File: src/rtl/io_mailbox_muldiv_pkg.sv
// ============================================================================
// io_mailbox_muldiv_pkg
// Shared encodings for the I/O mailbox multiply/divide responder.
// Revision: 1.0
// ============================================================================
`default_nettype none

package io_mailbox_muldiv_pkg;

   typedef logic [1:0] op_t;

   localparam op_t OP_MULU = 2'b00;
   localparam op_t OP_DIVU = 2'b01;

   typedef enum logic [1:0] {
      S_IDLE = 2'd0,
      S_CALC = 2'd1,
      S_DONE = 2'd2
   } state_t;

   localparam int ST_ACK   = 0;
   localparam int ST_BUSY  = 1;
   localparam int ST_ERR   = 2;
   localparam int ST_OP_LO = 3;
   localparam int ST_OP_HI = 4;

   // Encodings 10 and 11 are reserved; only the upper op bit distinguishes them.
   function automatic logic op_reserved(input op_t op);
      return op[1];
   endfunction

endpackage

`default_nettype wire

File: src/rtl/io_mailbox_muldiv_if.sv
// ============================================================================
// io_mailbox_muldiv_if
// Mailbox bus between the CPU I/O ports and the multiply/divide responder.
// Revision: 1.0
// ============================================================================
`default_nettype none

interface io_mailbox_muldiv_if #(
   parameter int WIDTH = 32
);
   logic [31:0]      cmd;
   logic [WIDTH-1:0] opa;
   logic [WIDTH-1:0] opb;
   logic [31:0]      status;
   logic [WIDTH-1:0] result;

   modport master (
      output cmd, opa, opb,
      input  status, result
   );

   modport slave (
      input  cmd, opa, opb,
      output status, result
   );
endinterface

`default_nettype wire

File: src/rtl/io_muldiv_core.sv
// ============================================================================
// io_muldiv_core
// Iterative unsigned multiply (shift-add) / divide (restoring), one step per edge.
// Revision: 1.0
// ============================================================================
`default_nettype none

module io_muldiv_core #(
   parameter int WIDTH = 32
) (
   input  wire logic             clock,
   input  wire logic             reset,
   input  wire logic             i_start,
   input  wire logic             i_step,
   input  wire logic             i_div,
   input  wire logic [WIDTH-1:0] i_opa,
   input  wire logic [WIDTH-1:0] i_opb,
   output logic      [WIDTH-1:0] o_hi,
   output logic      [WIDTH-1:0] o_lo
);

   logic [2*WIDTH-1:0] r_acc;
   logic [WIDTH-1:0]   r_b;
   logic               r_div;

   logic [WIDTH:0]     w_mul_sum;
   logic [2*WIDTH-1:0] w_mul_next;
   logic [WIDTH:0]     w_div_shift;
   logic               w_div_ge;
   logic [WIDTH-1:0]   w_div_rem;
   logic [2*WIDTH-1:0] w_div_next;

   // Multiply: acc = {partial, multiplier}; add multiplicand into the top half, shift right.
   assign w_mul_sum  = {1'b0, r_acc[2*WIDTH-1:WIDTH]} + (r_acc[0] ? {1'b0, r_b} : '0);
   assign w_mul_next = {w_mul_sum, r_acc[WIDTH-1:1]};

   // Divide: acc = {rem, quot}; shift one dividend bit into rem and try to subtract.
   assign w_div_shift = r_acc[2*WIDTH-1:WIDTH-1];
   assign w_div_ge    = (w_div_shift >= {1'b0, r_b});
   assign w_div_rem   = w_div_shift[WIDTH-1:0] - r_b;
   assign w_div_next  = {(w_div_ge ? w_div_rem : w_div_shift[WIDTH-1:0]),
                         r_acc[WIDTH-2:0], w_div_ge};

   always_ff @(posedge clock) begin
      if (reset) begin
         r_acc <= '0;
         r_b   <= '0;
         r_div <= 1'b0;
      end else if (i_start) begin
         r_div <= i_div;
         r_acc <= {{WIDTH{1'b0}}, (i_div ? i_opa : i_opb)};
         r_b   <= i_div ? i_opb : i_opa;
      end else if (i_step) begin
         r_acc <= r_div ? w_div_next : w_mul_next;
      end
   end

   assign o_hi = r_acc[2*WIDTH-1:WIDTH];
   assign o_lo = r_acc[WIDTH-1:0];

endmodule

`default_nettype wire

File: src/rtl/io_mailbox_muldiv.sv
// ============================================================================
// io_mailbox_muldiv
// Toggle-handshake responder: reads cmd/opa/opb, runs mul/div, reports status/result.
// Revision: 1.0
// ============================================================================
`default_nettype none

module io_mailbox_muldiv
   import io_mailbox_muldiv_pkg::*;
#(
   parameter int WIDTH = 32
) (
   input  wire logic              clock,
   input  wire logic              reset,
   io_mailbox_muldiv_if.slave     bus
);

   localparam int              CW       = (WIDTH > 1) ? $clog2(WIDTH) : 1;
   localparam logic [CW-1:0]   CNT_LAST = CW'(WIDTH - 1);

   state_t           r_state;
   logic [CW-1:0]    r_cnt;
   op_t              r_op;
   logic             r_seq;
   logic             r_fault;
   logic             r_fault_dz;
   logic             r_ack;
   logic             r_busy;
   logic             r_err;
   op_t              r_last_op;
   logic [WIDTH-1:0] r_res_hi;
   logic [WIDTH-1:0] r_res_lo;

   logic             w_load;
   op_t              w_cmd_op;
   logic [WIDTH-1:0] w_core_hi;
   logic [WIDTH-1:0] w_core_lo;
   logic             w_unused;

   assign w_cmd_op = bus.cmd[2:1];
   assign w_load   = (r_state == S_IDLE) && (bus.cmd[0] != r_ack);
   assign w_unused = &{1'b0, bus.cmd[31:4]};

   io_muldiv_core #(.WIDTH(WIDTH)) u_core (
      .clock   (clock),
      .reset   (reset),
      .i_start (w_load),
      .i_step  (r_state == S_CALC),
      .i_div   (w_cmd_op == OP_DIVU),
      .i_opa   (bus.opa),
      .i_opb   (bus.opb),
      .o_hi    (w_core_hi),
      .o_lo    (w_core_lo)
   );

   always_ff @(posedge clock) begin
      if (reset) begin
         r_state    <= S_IDLE;
         r_cnt      <= '0;
         r_op       <= OP_MULU;
         r_seq      <= 1'b0;
         r_fault    <= 1'b0;
         r_fault_dz <= 1'b0;
         r_ack      <= 1'b0;
         r_busy     <= 1'b0;
         r_err      <= 1'b0;
         r_last_op  <= OP_MULU;
         r_res_hi   <= '0;
         r_res_lo   <= '0;
      end else begin
         case (r_state)
            S_IDLE: begin
               if (w_load) begin
                  r_seq  <= bus.cmd[0];
                  r_op   <= w_cmd_op;
                  r_busy <= 1'b1;
                  r_cnt  <= CNT_LAST;
                  if (op_reserved(w_cmd_op)) begin
                     r_fault    <= 1'b1;
                     r_fault_dz <= 1'b0;
                     r_state    <= S_DONE;
                  end else if ((w_cmd_op == OP_DIVU) && (bus.opb == '0)) begin
                     r_fault    <= 1'b1;
                     r_fault_dz <= 1'b1;
                     r_state    <= S_DONE;
                  end else begin
                     r_fault    <= 1'b0;
                     r_fault_dz <= 1'b0;
                     r_state    <= S_CALC;
                  end
               end
            end
            S_CALC: begin
               if (r_cnt == '0) begin
                  r_state <= S_DONE;
               end else begin
                  r_cnt <= r_cnt - 1'b1;
               end
            end
            S_DONE: begin
               r_ack     <= r_seq;
               r_busy    <= 1'b0;
               r_err     <= r_fault;
               r_last_op <= r_op;
               if (!r_fault) begin
                  r_res_hi <= w_core_hi;
                  r_res_lo <= w_core_lo;
               end else if (r_fault_dz) begin
                  // The core was loaded but never stepped, so its low half still holds the dividend.
                  r_res_hi <= w_core_lo;
                  r_res_lo <= '1;
               end
               r_state <= S_IDLE;
            end
            default: r_state <= S_IDLE;
         endcase
      end
   end

   always_comb begin
      bus.status                   = '0;
      bus.status[ST_ACK]           = r_ack;
      bus.status[ST_BUSY]          = r_busy;
      bus.status[ST_ERR]           = r_err;
      bus.status[ST_OP_HI:ST_OP_LO] = r_last_op;
   end

   assign bus.result = bus.cmd[3] ? r_res_hi : r_res_lo;

endmodule

`default_nettype wire

File: src/flat_wrapper.sv
// flat-port wrapper written by rule: the top's interface ports become plain ports
module io_mailbox_muldiv_flat import io_mailbox_muldiv_pkg::*;
#(
   parameter int WIDTH = 32
)
  (clock, reset, bus_cmd, bus_opa, bus_opb, bus_status, bus_result);
  io_mailbox_muldiv_if #(.WIDTH(WIDTH)) bus_i ();
  input  wire logic clock;
  input  wire logic reset;
  input wire logic [$bits(bus_i.cmd)-1:0] bus_cmd;
  input wire logic [$bits(bus_i.opa)-1:0] bus_opa;
  input wire logic [$bits(bus_i.opb)-1:0] bus_opb;
  output wire logic [$bits(bus_i.status)-1:0] bus_status;
  output wire logic [$bits(bus_i.result)-1:0] bus_result;
  assign bus_i.cmd = bus_cmd;
  assign bus_i.opa = bus_opa;
  assign bus_i.opb = bus_opb;
  assign bus_status = bus_i.status;
  assign bus_result = bus_i.result;
  io_mailbox_muldiv #(.WIDTH(WIDTH)) u_core (.clock(clock), .reset(reset), .bus(bus_i));
endmodule
File: config.mk
export PLATFORM = sky130hd
export DESIGN_NAME = io_mailbox_muldiv_flat
export DESIGN_NICKNAME = d
export VERILOG_FILES = /design/src/rtl/io_mailbox_muldiv_pkg.sv /design/src/rtl/io_mailbox_muldiv_if.sv /design/src/rtl/io_muldiv_core.sv /design/src/rtl/io_mailbox_muldiv.sv /design/src/flat_wrapper.sv
export SDC_FILE = /design/constraint.sdc
export NUM_CORES = 1
export LEC_CHECK = 0
export BUFFER_PORTS_ARGS = -buffer_cell sky130_fd_sc_hd__buf_4
export CAP_MARGIN = 25
export CORE_MARGIN = 3
export CORE_UTILIZATION = 45
export DETAILED_ROUTE_END_ITERATION = 16
export SYNTH_ARGS = -nofsm -noshare
export SYNTH_HDL_FRONTEND = slang
export SYNTH_SLANG_ARGS = --single-unit
File: constraint.sdc
create_clock -name clock -period 6.4 [get_ports clock]
set_input_delay 0.64 -clock clock [delete_from_list [all_inputs] [get_ports clock]]
set_output_delay 0.64 -clock clock [all_outputs]
set_load 0.005 [all_outputs]
# Word level (Yosys, flattened, before mapping)
# Index checks and enable logic that the tools add are counted.
op_classes:
  reduce_logical: 14
  n_addsub: 3
  magnitude_cmp: 1
  n_eq_ne: 8
  muxes: 25
op_table:
  columns: ["op", "count"]
  rows:
  - ["$mux W32", 11]
  - ["$mux W64", 1]
  - ["$add A32 B32 Y33", 1]
  - ["$ge A33 B32 Y1", 1]
  - ["$logic_not A32 Y1", 1]
  - ["$sub A32 B32 Y32", 1]
  - ["$mux W5", 2]
  - ["$pmux W5 S2", 1]
  - ["$mux W2", 4]
  - ["$reduce_and A2 Y1", 4]
  - ["$reduce_bool A2 Y1", 3]
  - ["$logic_not A5 Y1", 1]
  - ["$sub A5 B1 Y5 const B", 1]
  - ["$eq A2 B1 Y1 const B", 2]
  - ["$mux W1", 4]
  - ["$ne A2 B1 Y1 const B", 2]
  - ["$ne A2 B2 Y1 const B", 2]
  - ["$pmux W2 S2", 1]
  - ["$reduce_and A3 Y1", 1]
  - ["$eq A2 B2 Y1 const B", 1]
  - ["$logic_and A1 B1 Y1", 2]
  - ["$logic_not A2 Y1", 1]
  - ["$pmux W1 S2", 1]
  - ["$reduce_or A2 Y1", 1]
  - ["$ne A1 B1 Y1", 1]
totals:
  input_bits: 98
  word_cells: 67
  regBits: 178

# Longest topological paths before layout
logic_depth:
  depth_word: 6
  ltp_mapped: 13

# By module
# A second synthesis with hierarchy kept.
hier_totals:
  cells_unflattened: 1522
  area_unflattened_um2: 12644.6
by_module_without_submodules:
  columns: ["mod", "area_each_um2", "n_inst", "cells_per_inst", "seq_area_each_um2"]
  rows:
  - ["io_muldiv_core", 8770.9, 1, 1106, 1941.9]
  - ["io_mailbox_muldiv", 3873.7, 1, 416, 1621.6]

# Least setup slack after synthesis
# Ideal clock, no wire load.
synth_timing:
  path_type: "reg2reg"
  from: "reg u_core.u_core.r_acc[0]"
  to: "reg u_core.u_core.r_acc[57]"
  t_required_ps: 6314
  path_stages_with_launch: 14
  arrival_time_ps: 2923
  setup_slack_ps: 3392
  n_path_buf: 2
  cell_sequence: "dfxtp_1 -> clkbuf_1 -> clkbuf_1 -> and2_1 -> ha_1 -> fa_1 -> nand3_1 -> a21oi_1 -> o311ai_0 -> a21oi_1 -> nor3_1 -> o31ai_1 -> xnor2_1 -> a211oi_1"
synth_via:
  elab_chain_cells: 3
synth_lines:
  columns: ["element", "line_no", "rtl"]
  rows:
  - ["from (decl)", "io_muldiv_core.sv:22", "logic [2*WIDTH-1:0] r_acc;"]
  - ["from (signal assigned)", "io_muldiv_core.sv:51", "r_acc <= {{WIDTH{1'b0}}, (i_div ? i_opa : i_opb)};"]
  - ["from (signal assigned)", "io_muldiv_core.sv:54", "r_acc <= r_div ? w_div_next : w_mul_next;"]
  - ["$mux W32", "io_muldiv_core.sv:34", "assign w_mul_sum = {1'b0, r_acc[2*WIDTH-1:WIDTH]} + (r_acc[0] ? {1'b0, r_b} : '0);"]
  - ["$add A32 B32 Y33", "io_muldiv_core.sv:34", null]
  - ["$mux W64", "io_muldiv_core.sv:54", null]
# No other way between the ends.
# A chain may end at the register's enable or synchronous reset.

# Final worst setup path
# Ends and elaborated chain as after synthesis.

==> summary.txt <==
Yosys
  • Mapped cell area: 12900 um2
  • Cells after synthesis: 1700
  • Total number of yosys warnings: 0
  • Synth cell types: 67
  • Avg Inst Size Synth: 7.57 um2
  • Async set or reset register ratio after synthesis: 0
  • Synth Flop Type: dfxtp_1
  • Sequential fraction of the synthesis area: 0.277
  • Synthesized flop and latch total: 178
  • EDFF count, synth: 0

Clock network
  • CTS tree: yes
  • Clk sinks: 178
  • H-Tree Depth: 4
  • CTS resizes: 0
  • Total CTS buffers: 17
  • CTS Buffer Depth: 2
  • Hold buffers post-CTS: 0
  • Clk slew on worst S/H paths: 70 ps
  • Post-CTS Repair Setup Buffers: 0
  • Clk_lat worst skew: 440 ps
  • CTS Root Cell: clkbuf_16

STA
  • Max-slew headroom: 0.244
  • Worst Max-Slew Pin Slew: 1120 ps
  • Worst Skew: 9.56 ps
  • Fmax: 237 MHz
  • Hold WS: 458 ps
  • RSZ-0062 raised after global routing: no
  • Final Max Tran Viols: 0
  • Setup TNS: 0 ps
  • Final Hold Viols: 0
  • Period utilization: 0.660
  • Final setup viols: 0
  • Tmin final: 4230 ps

Outcome
  • Status: finished, final reports clean

Detailed routing
  • Vias: 12.8k
  • Antenna-violating nets left: 0
  • Final wirelength: 43000 um
  • Drt wl/cell: 20.4 um
  • DRT Pass-1 Iters: 6
  • DRC: 0
  • 1st-iter DRT viols: 1174
  • DR vias/cell: 6.09

Place
  • Dpl cells: 2074
  • Port Buf Inserts: 106
  • HPWL after DPL: 30800 um
  • Placer Congestion: 0.935

Worst setup path
  • WP data arrival: 4590 ps
  • RR Startpoint: u_core.u_core.r_acc[0]
  • Crit path cell chain: buf_4 -> and2_1 -> ha_1 -> fa_1 -> nand3_1 -> a21oi_1 -> o311ai_0 -> a21oi_1 -> nor3_1 -> o31ai_1 -> xnor2_1 -> a211oi_1
  • Setup Crit Path Kind: flop to flop
  • Crit start category: flop
  • Crit path buf inv count: 1
  • CP max stage delay: 990 ps
  • Worst r2r path cells: 12
  • Setup slack, reg-to-reg: 2170 ps
  • Crit Path Max Fanout: 25
  • CP endpoint kind: flop
  • Slowest CP cell: o311ai_0
  • Worst EP required: 6760 ps
  • Worst path top cell family by delay: compound AO/OA/AOI/OAI gates
  • Cell mode on critical path: a21oi_1
  • Worst reg2reg path endpoint: u_core.u_core.r_acc[57]

Worst hold path
  • Worst min path class: flop to flop
  • Hold Path End: u_core.r_last_op[0]
  • Worst hold start: u_core.r_op[0]
  • Hold Crit Depth: 2

Job
  • Max cap viols: 0

GRT
  • GRT Residual Overflow: 0
  • Antenna violations before repair: 0
  • Number of global-route vias before repair: 11.6k
  • First-pass GRT wire length: 66700 um
  • Largest net degree at the start of global routing: 97
  • Total track usage: 0.272

Floorplanning
  • Num ports: 162
  • Die ar.: 30700 um2
  • Initial Utilization: 0.460
  • Height of the die: 175 um
  • # rows: 61
  • Die width: 175 um
  • Core ar.: 28000 um2

Layout
  • Final non-filler cell total: 2106
  • Number of fill cells in the layout: 2834
  • Commonest non-fill, non-tap cell in the layout: nor2_1
  • Most frequent cells in the layout: nor2_1 (207), nand2_1 (201), dfxtp_1 (176), buf_4 (122), a21oi_1 (105)
  • Syn-to-layout area delta: 11.2%
  • Fin nets: 1881
  • Diode count: 0
  • Share of cells above drive strength 1: 0.119

Power and ir drop
  • Power per cell area: 246 nW/um2
  • VDD IR max: 0.186 mV
  • P_leak: 5.82 nW
==> sequential cells by signal, indices dropped and copies added, names as in the netlist, 2 cells and up <==
name                 cells
u_core.r_cnt             5
u_core.r_last_op         2
u_core.r_op              2
u_core.r_res_hi         32
u_core.r_res_lo         32
u_core.r_state           2
u_core.u_core.r_acc     64
u_core.u_core.r_b       32
==> metal layers <==
layer | wire [um] | vias to the layer above | share of wire | GRT usage
met3 | 2320 | 62 | 0.054 | 0.0441
li1 | - | 6207 | - | -
met1 | 19200 | 6154 | 0.45 | 0.369
met4 | 1030 | 0 | 0.024 | 0.0755
met5 | 0 | - | 0 | 0
met2 | 20400 | 407 | 0.48 | 0.450
==> area by class of cell <==
class / count / area, um2 / area share
inverter: 55 / 206 / 0.0144
clock buffer: 20 / 468 / 0.0327
multi-input combinational: 1340 / 8530 / 0.596
sequential: 178 / 3570 / 0.249
timing repair buffer: 123 / 927 / 0.0648
clock inverter: 12 / 144 / 0.0101
tap: 378 / 473 / 0.0330
==> logic make-up (layout without fill, tap and decap cells) <==
logic type / count (synthesis) / after routing / share of synthesized area
fa+ha+maj: 68 / 68 / 0.0672
mux: 105 / 105 / 0.0849
xor+xnor: 36 / 36 / 0.0245
flops: 178 / 178 / 0.277
other cells: 1 / 27 / 0.000291
compound gates: 473 / 473 / 0.249
simple gates: 631 / 631 / 0.226
buf+inv: 208 / 210 / 0.0711
==> power by group <==
part | total [mW] | switching [mW] | internal (mW)
Combinational | 1.08 | 0.648 | 0.435
Sequential | 1.33 | 0.117 | 1.21
Clock | 1.10 | 0.485 | 0.618
==> worst max-delay path by stage <==
stage	startpoint	to	slack [ps]	cells after the start
after detailed placement	u_core.u_core.r_acc[0]	u_core.u_core.r_acc[61]	2340	12
after global placement	u_core.u_core.r_acc[0]	u_core.u_core.r_acc[61]	2380	12
final	u_core.u_core.r_acc[0]	u_core.u_core.r_acc[57]	2170	12
after global routing	u_core.u_core.r_acc[0]	u_core.u_core.r_acc[61]	2030	12
after floorplan	u_core.u_core.r_acc[0]	u_core.u_core.r_acc[57]	3390	13
after CTS	u_core.u_core.r_acc[0]	u_core.u_core.r_acc[61]	2310	12
==> worst register-to-register path: cells and delay by family, from the launching register on <==
family | cells | cell delay (ps)
buffers and inverters | 1 | 290
AOI/OAI and AO/OA | 5 | 1830
adders and majority gates | 2 | 630
DFF | 1 | 430
xor gates and xnor gates | 1 | 150
and+or+nand+nor | 3 | 830
==> Yosys cell counts, types with 35 or more instances <==
cell	n	area [um2]
nor2_1	207	777
nand2_1	201	754
dfxtp_1	178	3560
a21oi_1	106	531
clkbuf_1	95	357
a311oi_1	74	648
mux2i_1	71	711
ha_1	66	826
o21ai_0	64	320
a211oi_1	63	473
inv_1	55	206
and2_1	36	225
o22ai_1	35	219
==> stage by stage <==
step | worst slack (ps) | util | cell area (um2) | power [mW]
2_1_floorplan | 3390 | - | 13000 | 2.09
3_3_place_gp | 2380 | 0.489 | 13700 | 2.40
3_5_place_dp | 2340 | 0.489 | 13700 | 2.42
4_1_cts | 2310 | 0.511 | 14300 | 3.53
5_1_grt | 2030 | 0.511 | 14300 | 3.70
6_report | 2170 | 0.511 | 14300 | 3.52
Power figures use the tool's default switching activity.
